===== src/rtl/fifo_rd_drainer.sv =====
// fifo_rd_drainer: read-side consumer for async_fifo. Pops words into a small
// skid buffer and presents them as a valid/ready stream with pop/error status.
//
// state | meaning
// ------+---------------------------------------------------------------
// IDLE  | no read issued; waits for enable, data and buffer space
// FETCH | rd_en asserted this cycle
// GAP   | one forced idle cycle after a read taken with almost_empty=1
module fifo_rd_drainer #(
    parameter int DATA_WIDTH = 8,
    parameter int BUF_DEPTH  = 4,
    parameter int CNT_WIDTH  = 16
) (
    input  logic                  rd_clk,
    input  logic                  clear,
    input  logic                  enable,
    input  logic                  empty,
    input  logic                  almost_empty,
    input  logic                  rd_ack,
    input  logic                  rd_err,
    input  logic [DATA_WIDTH-1:0] dout,
    output logic                  rd_en,
    output logic [DATA_WIDTH-1:0] m_data,
    output logic                  m_valid,
    input  logic                  m_ready,
    output logic [CNT_WIDTH-1:0]  pop_count,
    output logic                  ack_err,
    output logic                  rd_err_seen,
    input  logic                  err_clr
);

    localparam int AW = (BUF_DEPTH > 1) ? $clog2(BUF_DEPTH) : 1;
    localparam int OW = AW + 1;
    localparam int SW = AW + 2;
    localparam logic [SW-1:0] DEPTH_S = SW'(BUF_DEPTH);
    localparam logic [SW-1:0] ONE_S   = SW'(1);
    localparam logic [SW-1:0] TWO_S   = SW'(2);

    typedef enum logic [1:0] {
        IDLE  = 2'd0,
        FETCH = 2'd1,
        GAP   = 2'd2
    } state_t;

    state_t                state;
    state_t                state_nxt;
    logic                  inflight;
    logic                  first_cyc;
    logic [DATA_WIDTH-1:0] mem [BUF_DEPTH];
    logic [AW-1:0]         wr_ptr;
    logic [AW-1:0]         rd_ptr;
    logic [OW-1:0]         occ;
    logic [SW-1:0]         resv;
    logic                  space_idle;
    logic                  space_more;
    logic                  avail;
    logic                  cap;
    logic                  pop;
    logic                  ack_err_set;

    // Slots already spoken for: buffered words plus the read whose ack is due now.
    assign resv       = SW'(occ) + SW'(inflight);
    assign space_idle = (resv + ONE_S) <= DEPTH_S;
    assign space_more = (resv + TWO_S) <= DEPTH_S;
    assign avail      = enable && !empty;

    // An ack landing on the first cycle after reset belongs to a discarded read.
    assign cap         = rd_ack && inflight && !rd_err && !first_cyc;
    assign ack_err_set = (inflight && !rd_ack) || (!inflight && rd_ack && !first_cyc);

    assign m_valid = (occ != '0);
    assign m_data  = m_valid ? mem[rd_ptr] : '0;
    assign pop     = m_valid && m_ready;

    always_comb begin
        state_nxt = state;
        case (state)
            IDLE: begin
                if (avail && space_idle) begin
                    state_nxt = FETCH;
                end
            end
            FETCH: begin
                if (avail && !almost_empty && space_more) begin
                    state_nxt = FETCH;
                end else if (almost_empty) begin
                    state_nxt = GAP;
                end else begin
                    state_nxt = IDLE;
                end
            end
            GAP: begin
                state_nxt = IDLE;
            end
            default: begin
                state_nxt = IDLE;
            end
        endcase
    end

    always_ff @(posedge rd_clk or posedge clear) begin
        if (clear) begin
            state       <= IDLE;
            rd_en       <= 1'b0;
            inflight    <= 1'b0;
            first_cyc   <= 1'b1;
            wr_ptr      <= '0;
            rd_ptr      <= '0;
            occ         <= '0;
            pop_count   <= '0;
            ack_err     <= 1'b0;
            rd_err_seen <= 1'b0;
        end else begin
            state     <= state_nxt;
            rd_en     <= (state_nxt == FETCH);
            inflight  <= rd_en;
            first_cyc <= 1'b0;
            if (cap) begin
                wr_ptr    <= wr_ptr + AW'(1);
                pop_count <= pop_count + CNT_WIDTH'(1);
            end
            if (pop) begin
                rd_ptr <= rd_ptr + AW'(1);
            end
            case ({cap, pop})
                2'b10:   occ <= occ + OW'(1);
                2'b01:   occ <= occ - OW'(1);
                default: occ <= occ;
            endcase
            ack_err     <= ack_err_set | (ack_err & ~err_clr);
            rd_err_seen <= rd_err | (rd_err_seen & ~err_clr);
        end
    end

    // Storage needs no reset: m_data is gated by occupancy.
    always_ff @(posedge rd_clk) begin
        if (cap) begin
            mem[wr_ptr] <= dout;
        end
    end

endmodule


===== config.mk =====
export PLATFORM = sky130hd
export DESIGN_NAME = fifo_rd_drainer
export DESIGN_NICKNAME = d
export VERILOG_FILES = /design/src/rtl/fifo_rd_drainer.sv
export SDC_FILE = /design/constraint.sdc
export NUM_CORES = 1
export LEC_CHECK = 0
export CORE_MARGIN = 2
export CORE_UTILIZATION = 59
export CTS_BUF_LIST = sky130_fd_sc_hd__clkbuf_4
export CTS_CLUSTER_SIZE = 16
export DETAILED_ROUTE_END_ITERATION = 8
export PLACE_DENSITY = 0.87
export SYNTH_ARGS = -nofsm -noshare
export SYNTH_HDL_FRONTEND = slang
export SYNTH_SLANG_ARGS = --single-unit

===== constraint.sdc =====
create_clock -name rd_clk -period 7.1 [get_ports rd_clk]
set_clock_uncertainty 0.2 [all_clocks]
set_input_delay 1.42 -clock rd_clk [delete_from_list [all_inputs] [get_ports rd_clk]]
set_output_delay 1.42 -clock rd_clk [all_outputs]
set_load 0.02 [all_outputs]

==> impl_metrics.csv, run 1 <==
group,metric,value,unit
sta,rsz0062_at_grt,"no",
sta,slew-limit-headroom,59.42,%
synthesis,yosys.area.top_type,"edfxtp_1",
power,totalPowerFinal,0.001080,W
final_layout,nNetsFinal,260,
critical_path,r2r-end,"occ[2]",
placement,dp_hpwl,3267,um
critical_path,slowest_delay,0.74,ns
synthesis,synth_seq_area_share,63.64,%
floorplanning,boundaryPins,45,
detailed_routing,drc_errors,0,
critical_path,crit_start,"rd_ptr[0]",
sta,timing.hold.ws,0.2057,ns
critical_path,arrival,2.40,ns
clock_network,root_buffer,"clkbuf_4",
clock_network,cts_max_level,3,
final_layout,antenna_cells,0,
clock_network,ctsResizeCount,0,
final_layout,finalInstanceArea,3319,um2
critical_path,crit_cells,3,
global_route,antenna_found_initial,0,
critical_path,path_cells,"mux4_2 > and2_1 > clkdlybuf4s50_1",
synthesis,synth_cell_types,39,
worst_hold_path,hp-class,"reg2reg",
detailed_routing,viasPerCell,5.400,
critical_path,r2r_setup_slack,4.75,ns
sta,worstMarginPinSlew,0.6087,ns
critical_path,crit_path_end,"m_data[7]",
sta,finalCritPeriodShare,56.68,%
critical_path,cp_slowest_cell,"dfrtp_1",
synthesis,syn_inst,182,
detailed_routing,drtPass1Iterations,5,
synthesis,syn_area,2691,um2
synthesis,synth_nets,209,
critical_path,crit_path_start_kind,"flop",
synthesis,synth-main-ff-cell,"edfxtp_1",
critical_path,cp.required,5.48,ns
sta,finalHoldViolCount,0,
clock_network,clk_pin_slew_worst_paths,0.10,ns
global_route,grt_pass1_vias,1616,
floorplanning,die_x,71.54,um
worst_hold_path,hold_start,"rd_en",
global_route,grt-ovfl-total,0,
power,p_leak,1.342,nW
global_route,track_usage,20.99,%
synthesis,synth.avg_cell_area,14.79,um2
synthesis,ys_warn_count,0,
floorplanning,die_h,71.54,um
detailed_routing,wire_per_inst,16.28,um
sta,setup_ws,3.075,ns
worst_hold_path,worst_hold_path.num_cells,0,
critical_path,path_buf_inv,1,
critical_path,rr_worst_depth,8,
clock_network,cts_tree,"done",
sta,fin_tns_setup,0,ns
clock_network,clk_latency,0.40,ns
detailed_routing,ant_nets,0,
synthesis,synth_top_area_share,35.70,%
sta,post-route-min-period,4.025,ns
placement,port_buffers,44,
synthesis,synth-edff-count,32,
synthesis,netlist_top_cells_area,"edfxtp_1, dfrtp_1, mux4_2",
floorplanning,die-area,5118,um2
critical_path,crit_path_end_kind,"primary output",
sta,fmax,248.5,MHz
run_status,status,"completed",
job,cap_violations,0,
floorplanning,rows,24,
sta,setup_viol,0,
global_route,grt_pass1_wl,7762,um
placement,place_area,3178,um2
floorplanning,start_util,61.39,%
critical_path,critical_path.top_delay_family,"flip-flops",
power,vdd.ir_drop.worst,0.2292,mV
critical_path,crit_type,"reg2out",
clock_network,hold_buffers,0,
clock_network,cts_buffers,9,
floorplanning,core_area,4384,um2
placement,pre_cts_slack,3.308,ns
detailed_routing,vias,1566,
clock_network,cts_buffer_depth,2,
detailed_routing,totalWireLength,4720,um
placement,gp_congestion,0.7396,
final_layout,syn2layout_area_growth,23.34,%
critical_path,crit_fanout,10,
synthesis,ys_ff_latch,62,
sta,final_max_slew_viol_count,0,
detailed_routing,drtIter0Drc,64,
power,p_per_area,325.2,nW/um2
critical_path,timing.rr.start,"first_cyc",
clock_network,cts_setup_buffers,0,
final_layout,fill_cells,287,
global_route,grt_max_degree,31,
clock_network,cts_sinks,62,
synthesis,synthArstFlopShare,48.39,%
final_layout,layout-drive-gt1-share,13.87,%
Yosys cell counts (2+ instances only):
master / n
and2_1: 12
and3_4: 2
and4_1: 2
buf_2: 3
dfrtp_1: 29
edfxtp_1: 32
ha_1: 9
inv_1: 12
mux4_2: 8
nand2_1: 7
nand3_1: 4
nand4_1: 5
nor2_1: 7
nor3b_1: 2
o21ai_0: 4
xnor2_1: 11
xor2_1: 11
logic make-up after synthesis:
logic type | after synthesis | share of synthesized area [%]
other | 1 | 0.1393
adder cells (fa/ha/maj) | 10 | 4.928
AO/OA/AOI/OAI | 8 | 1.813
buffers and inverters | 17 | 2.650
XOR/XNOR | 23 | 7.764
AND/OR/NAND/NOR | 51 | 11.58
multiplexers | 10 | 7.485
flip-flops | 62 | 63.65
layer usage:
metal / part of all wire (%) / up-vias / GRT usage (%)
met5: 0 / - / 0
met4: 1.2 / 0 / 7.547
met3: 6.3 / 6 / 8.579
met2: 50 / 52 / 33.13
met1: 43 / 760 / 26.46
li1: - / 748 / -
cell usage in the layout (no fill, tap or decap), drive strengths merged, types with 5 or more instances in the layout:
cell type,instances
xor2,12
edfxtp,32
inv,13
and2,13
dfrtp,29
ha,9
xnor2,11
nor2,7
clkdlybuf4s50,44
mux4,8
clkinv,5
clkbuf,9
nand4,5
nand3,5
nand2,8
area by class of cell:
cell class              instances  area [um2]  area share [%]
clock buffers                   9       67.56           2.035
clock inverters                 7       73.82           2.224
inverters                      12       45.04           1.357
flip-flops and latches         62        1713           51.60
multi-input cells             103       907.1           27.33
well taps                      52       65.06           1.960
repair buffers                 45       447.9           13.49
per-stage QoR:
| stage | util [%] | cells |
|---|---|---|
| after floorplan | - | 182 |
| after global placement | 72.49 | 274 |
| after detailed placement | 72.49 | 274 |
| after CTS | 75.71 | 290 |
| after global routing | 75.71 | 290 |
| final | 75.71 | 290 |
report_power, final:
part / total (W) / internal [W] / switching (W)
Sequential: 0.000479 / 0.000418 / 0.0000604
Clock: 0.000243 / 0.000109 / 0.000135
Combinational: 0.000358 / 0.000194 / 0.000163
Total: 0.00108 / 0.000721 / 0.000359
state kept, by name (all words and copies together), names as in the netlist:
| register | count |
|---|---|
| ack_err | 1 |
| first_cyc | 1 |
| inflight | 1 |
| mem | 32 |
| occ | 3 |
| pop_count | 16 |
| rd_en | 1 |
| rd_err_seen | 1 |
| rd_ptr | 2 |
| state | 2 |
| wr_ptr | 2 |
worst min-delay path by stage:
| stage | end | slack, ns |
|---|---|---|
| global route | inflight | 0.22 |
| CTS | inflight | 0.22 |
| global placement | inflight | 0.18 |
| floorplan | state[1] | 0.21 |
| detailed placement | inflight | 0.18 |
| finish | inflight | 0.21 |
(Power assumes the default switching activity.)
==> inputs of run 2 (changes only) <==
CORE_UTILIZATION = 49   (was 59)
PLACE_DENSITY = 0.77   (was 0.87)
clock period = 3.3 ns   (was 7.1 ns; I/O delays follow)
==> impl_metrics.csv, run 2 (same netlist as run 1, synthesis figures left out) <==
group,metric,value,unit
final_layout,finalInstanceArea,3332,um2
placement,place_area,3223,um2
global_route,grt_max_degree,31,
floorplanning,die-area,6101,um2
global_route,antenna_found_initial,0,
detailed_routing,drtPass1Iterations,4,
critical_path,slowest_delay,0.55,ns
power,vdd.ir_drop.worst,0.3905,mV
global_route,grt-ovfl-total,0,
clock_network,hold_buffers,0,
critical_path,crit_path_end_kind,"primary output",
floorplanning,rows,26,
final_layout,layout-drive-gt1-share,14.94,%
sta,fmax,336.2,MHz
critical_path,critical_path.top_delay_family,"simple AND/OR/NAND/NOR gates",
final_layout,largest_reg_flops,32,
clock_network,root_buffer,"clkbuf_4",
sta,finalCritPeriodShare,90.14,%
clock_network,ctsResizeCount,0,
detailed_routing,vias,1531,
sta,setup_viol,0,
global_route,grt_pass1_vias,1553,
placement,dp_hpwl,3183,um
power,p_leak,1.343,nW
clock_network,clk_latency,0.40,ns
detailed_routing,ant_nets,0,
critical_path,crit_type,"reg2out",
clock_network,clk_pin_slew_worst_paths,0.09,ns
final_layout,layout_commonest_cell,"clkdlybuf4s50_1",
clock_network,cts_setup_buffers,0,
power,p_per_area,667.2,nW/um2
placement,port_buffers,44,
job,cap_violations,0,
final_layout,reg.largest.list,"mem x32, pop_count x16, occ x3",
critical_path,cp.required,2.44,ns
critical_path,arrival,2.11,ns
floorplanning,boundaryPins,45,
final_layout,syn2layout_area_growth,23.80,%
floorplanning,start_util,51.71,%
floorplanning,die_h,78.11,um
sta,rsz0062_at_grt,"no",
floorplanning,die_x,78.11,um
clock_network,cts_sinks,62,
detailed_routing,viasPerCell,4.923,
global_route,track_usage,16.49,%
critical_path,crit_fanout,10,
sta,timing.hold.ws,0.1855,ns
clock_network,cts_buffers,9,
run_status,status,"completed",
global_route,grt_pass1_wl,7472,um
clock_network,cts_buffer_depth,2,
critical_path,path_buf_inv,1,
placement,gp_congestion,0.7241,
sta,finalHoldViolCount,0,
critical_path,path_cells,"or3_1 > and2_1 > clkdlybuf4s50_1",
detailed_routing,drc_errors,0,
worst_hold_path,hp-class,"reg2reg",
detailed_routing,drtIter0Drc,79,
detailed_routing,totalWireLength,4416,um
final_layout,nNetsFinal,263,
clock_network,cts_max_level,3,
sta,fin_tns_setup,0,ns
final_layout,most-common-layout-cells,"clkdlybuf4s50_1, edfxtp_1, dfrtp_1, inv_1, and2_1",
clock_network,cts_tree,"done",
sta,final_max_slew_viol_count,0,
detailed_routing,wire_per_inst,14.20,um
critical_path,cp_slowest_cell,"or3_1",
sta,post-route-min-period,2.975,ns
final_layout,antenna_cells,0,
final_layout,largest-register,"mem",
floorplanning,core_area,5205,um2
critical_path,crit_path_start_kind,"flop",
-- run 2: cell types whose count changed in the layout (fill, tap and decap cells not counted), sizes merged --
cell	previous run	this run
buf	1	4
clkbuf	9	11
bufinv	1	0
clkinv	5	4
clkinvlp	0	1
inv	13	12
-- run 2: layer usage --
layer | track usage (%) | share of wire, % | vias to the layer above
li1 | - | - | 751
met1 | 20.59 | 44 | 746
met2 | 26.64 | 50 | 24
met3 | 3.678 | 3.9 | 10
met4 | 9.474 | 2.2 | 0
met5 | 0 | 0 | -
-- run 2: where the power goes --
| part | switching (W) | internal, W | total, W |
|---|---|---|---|
| Sequential | 0.0000887 | 0.000901 | 0.000990 |
| Clock | 0.000258 | 0.000166 | 0.000423 |
| Combinational | 0.000376 | 0.000434 | 0.000810 |
| Total | 0.000722 | 0.00150 | 0.00222 |
-- run 2: final timing paths --
path / start / endpoint / slack [ns] / cells after the start
worst max-delay path: occ[0] / m_data[3] / 0.33 / 3
min in group asynchronous: clear / pop_count[14] / 0.43 / 3
worst min register to register: rd_en / inflight / 0.19 / 0
max in group asynchronous: clear / first_cyc / 2.16 / 3
worst min-delay path: rd_en / inflight / 0.19 / 0
worst max register to register: occ[0] / occ[2] / 0.98 / 8
-- run 2: final cells by class --
class	count	area (um2)
Clock buffer	11	82.58
Clock inverter	5	26.28
Fill cell	398	1873
Inverter	12	45.04
Multi-Input combinational cell	103	907.1
Sequential cell	62	1713
Tap cell	70	87.58
Timing Repair Buffer	48	470.5
-- run 2: metrics by stage --
| step | setup slack (ns) | util (%) | instances | power (W) |
|---|---|---|---|---|
| 4_1_cts | 0.2916 | 64.01 | 311 | 0.002249 |
| 3_3_place_gp | 0.6260 | 61.92 | 295 | 0.001812 |
| 6_report | 0.3255 | 64.01 | 311 | 0.002223 |
| 3_5_place_dp | 0.5939 | 61.92 | 295 | 0.001834 |
| 2_1_floorplan | 0.8494 | - | 182 | 0.001521 |
| 5_1_grt | 0.2328 | 64.01 | 311 | 0.002371 |
==> inputs of run 3 (changes only) <==
CORE_UTILIZATION = 59   (was 49)
CTS_CLUSTER_SIZE = 12   (was 16)
DONT_BUFFER_PORTS = 1   (was unset)
PLACE_DENSITY = 0.78   (was 0.77)
==> impl_metrics.csv, run 3 (same netlist as run 1, synthesis figures left out) <==
group,metric,value,unit
clock_network,cts_tree,"done",
clock_network,root_buffer,"clkbuf_4",
final_layout,reg.largest.list,"mem x32, pop_count x16, occ x3",
sta,setup_viol,0,
sta,finalCritPeriodShare,84.69,%
detailed_routing,viasPerCell,5.907,
sta,timing.hold.ws,0.1397,ns
critical_path,crit_path_start_kind,"flop",
final_layout,syn2layout_area_growth,6.090,%
placement,place_area,2738,um2
run_status,status,"completed",
critical_path,crit_path_end_kind,"primary output",
clock_network,cts_max_level,3,
floorplanning,rows,24,
floorplanning,die_h,71.54,um
clock_network,clk_latency,0.41,ns
floorplanning,core_area,4384,um2
detailed_routing,drc_errors,0,
placement,gp_congestion,0.7430,
global_route,antenna_found_initial,0,
sta,post-route-min-period,2.795,ns
global_route,grt_pass1_wl,7500,um
job,cap_violations,0,
sta,finalHoldViolCount,0,
power,p_leak,1.158,nW
final_layout,finalInstanceArea,2855,um2
detailed_routing,totalWireLength,4505,um
final_layout,final_cells,246,
final_layout,largest_reg_flops,32,
critical_path,cp.required,2.44,ns
final_layout,most-common-layout-cells,"edfxtp_1, dfrtp_1, inv_1, and2_1",
clock_network,cts_setup_buffers,0,
clock_network,cts_buffers,9,
final_layout,layout_commonest_cell,"edfxtp_1",
sta,fin_tns_setup,0,ns
sta,slew-limit-headroom,26.94,%
final_layout,largest-register,"mem",
placement,port_buffers,0,
detailed_routing,ant_nets,0,
power,p_per_area,711.4,nW/um2
floorplanning,start_util,61.39,%
critical_path,arrival,1.93,ns
sta,rsz0062_at_grt,"no",
final_layout,layout-drive-gt1-share,17.53,%
detailed_routing,drtPass1Iterations,6,
power,totalPowerFinal,0.002031,W
power,vdd.ir_drop.worst,0.3552,mV
clock_network,clk_pin_slew_worst_paths,0.11,ns
sta,final_max_slew_viol_count,0,
clock_network,cts_buffer_depth,2,
clock_network,hold_buffers,0,
final_layout,nNetsFinal,216,
sta,fmax,357.8,MHz
placement,dp_hpwl,3185,um
detailed_routing,vias,1453,
detailed_routing,drtIter0Drc,68,
floorplanning,boundaryPins,45,
global_route,grt_pass1_vias,1559,
sta,worstMarginPinSlew,1.095,ns
global_route,grt-ovfl-total,0,
floorplanning,die_x,71.54,um
clock_network,cts_sinks,62,
critical_path,crit_type,"reg2out",
floorplanning,die-area,5118,um2
global_route,grt_max_degree,31,
critical_path,crit_fanout,10,
worst_hold_path,hp-class,"in2reg",
clock_network,ctsResizeCount,0,
detailed_routing,wire_per_inst,18.31,um
final_layout,antenna_cells,0,
placement,dpl.cell_count,230,
global_route,track_usage,20.31,%
==> run 3: worst paths after layout <==
path                       startpoint             to  slack [ns]  cells after the start
min in group asynchronous       clear  pop_count[14]        0.21                      1
hold reg to reg              state[1]       state[1]        0.24                      1
max in group asynchronous       clear      rd_ptr[0]        2.03                      1
setup reg to reg               occ[0]         occ[2]        0.80                      8
hold / removal                dout[5]      mem[1][5]        0.14                      0
setup / recovery            rd_ptr[0]      m_data[3]        0.51                      2
==> run 3: power by group <==
part / leakage, nW / total, W / switching, W / internal [W]
clock network: 0.0583 / 0.000440 / 0.000285 / 0.000155
registers: 0.672 / 0.00106 / 0.000160 / 0.000900
logic: 0.428 / 0.000531 / 0.000283 / 0.000249
total: 1.16 / 0.00203 / 0.000728 / 0.00130
==> run 3: routing by layer <==
metal	wire, um	GRT usage (%)	vias to the layer above	share of wire (%)
met4	97	9.015	0	2.2
met3	294	10.55	13	6.5
met2	2315	31.69	40	51
li1	-	-	660	-
met5	0	0	-	0
met1	1797	23.54	740	40
==> run 3: worst max-delay path, stage by stage (launching register included) <==
cell     delay [ns]
dfrtp_1        0.72
mux4_2         0.57
and2_1         0.24
==> run 3: stage by stage <==
step / worst slack (ns) / utilization [%]
4_1_cts: 0.4445 / 65.13
6_report: 0.5053 / 65.13
2_1_floorplan: 0.8494 / -
5_1_grt: 0.3599 / 65.13
3_5_place_dp: 0.7770 / 62.44
3_3_place_gp: 0.9221 / 62.44
==> run 3: layout make-up <==
type / count / area [um2]
clock buffer: 9 / 67.56
clock inverter: 7 / 50.05
fill: 326 / 1529
inverter: 12 / 45.04
multi-input combinational: 103 / 907.1
sequential: 62 / 1713
tap: 52 / 65.06
timing repair buffer: 1 / 7.507
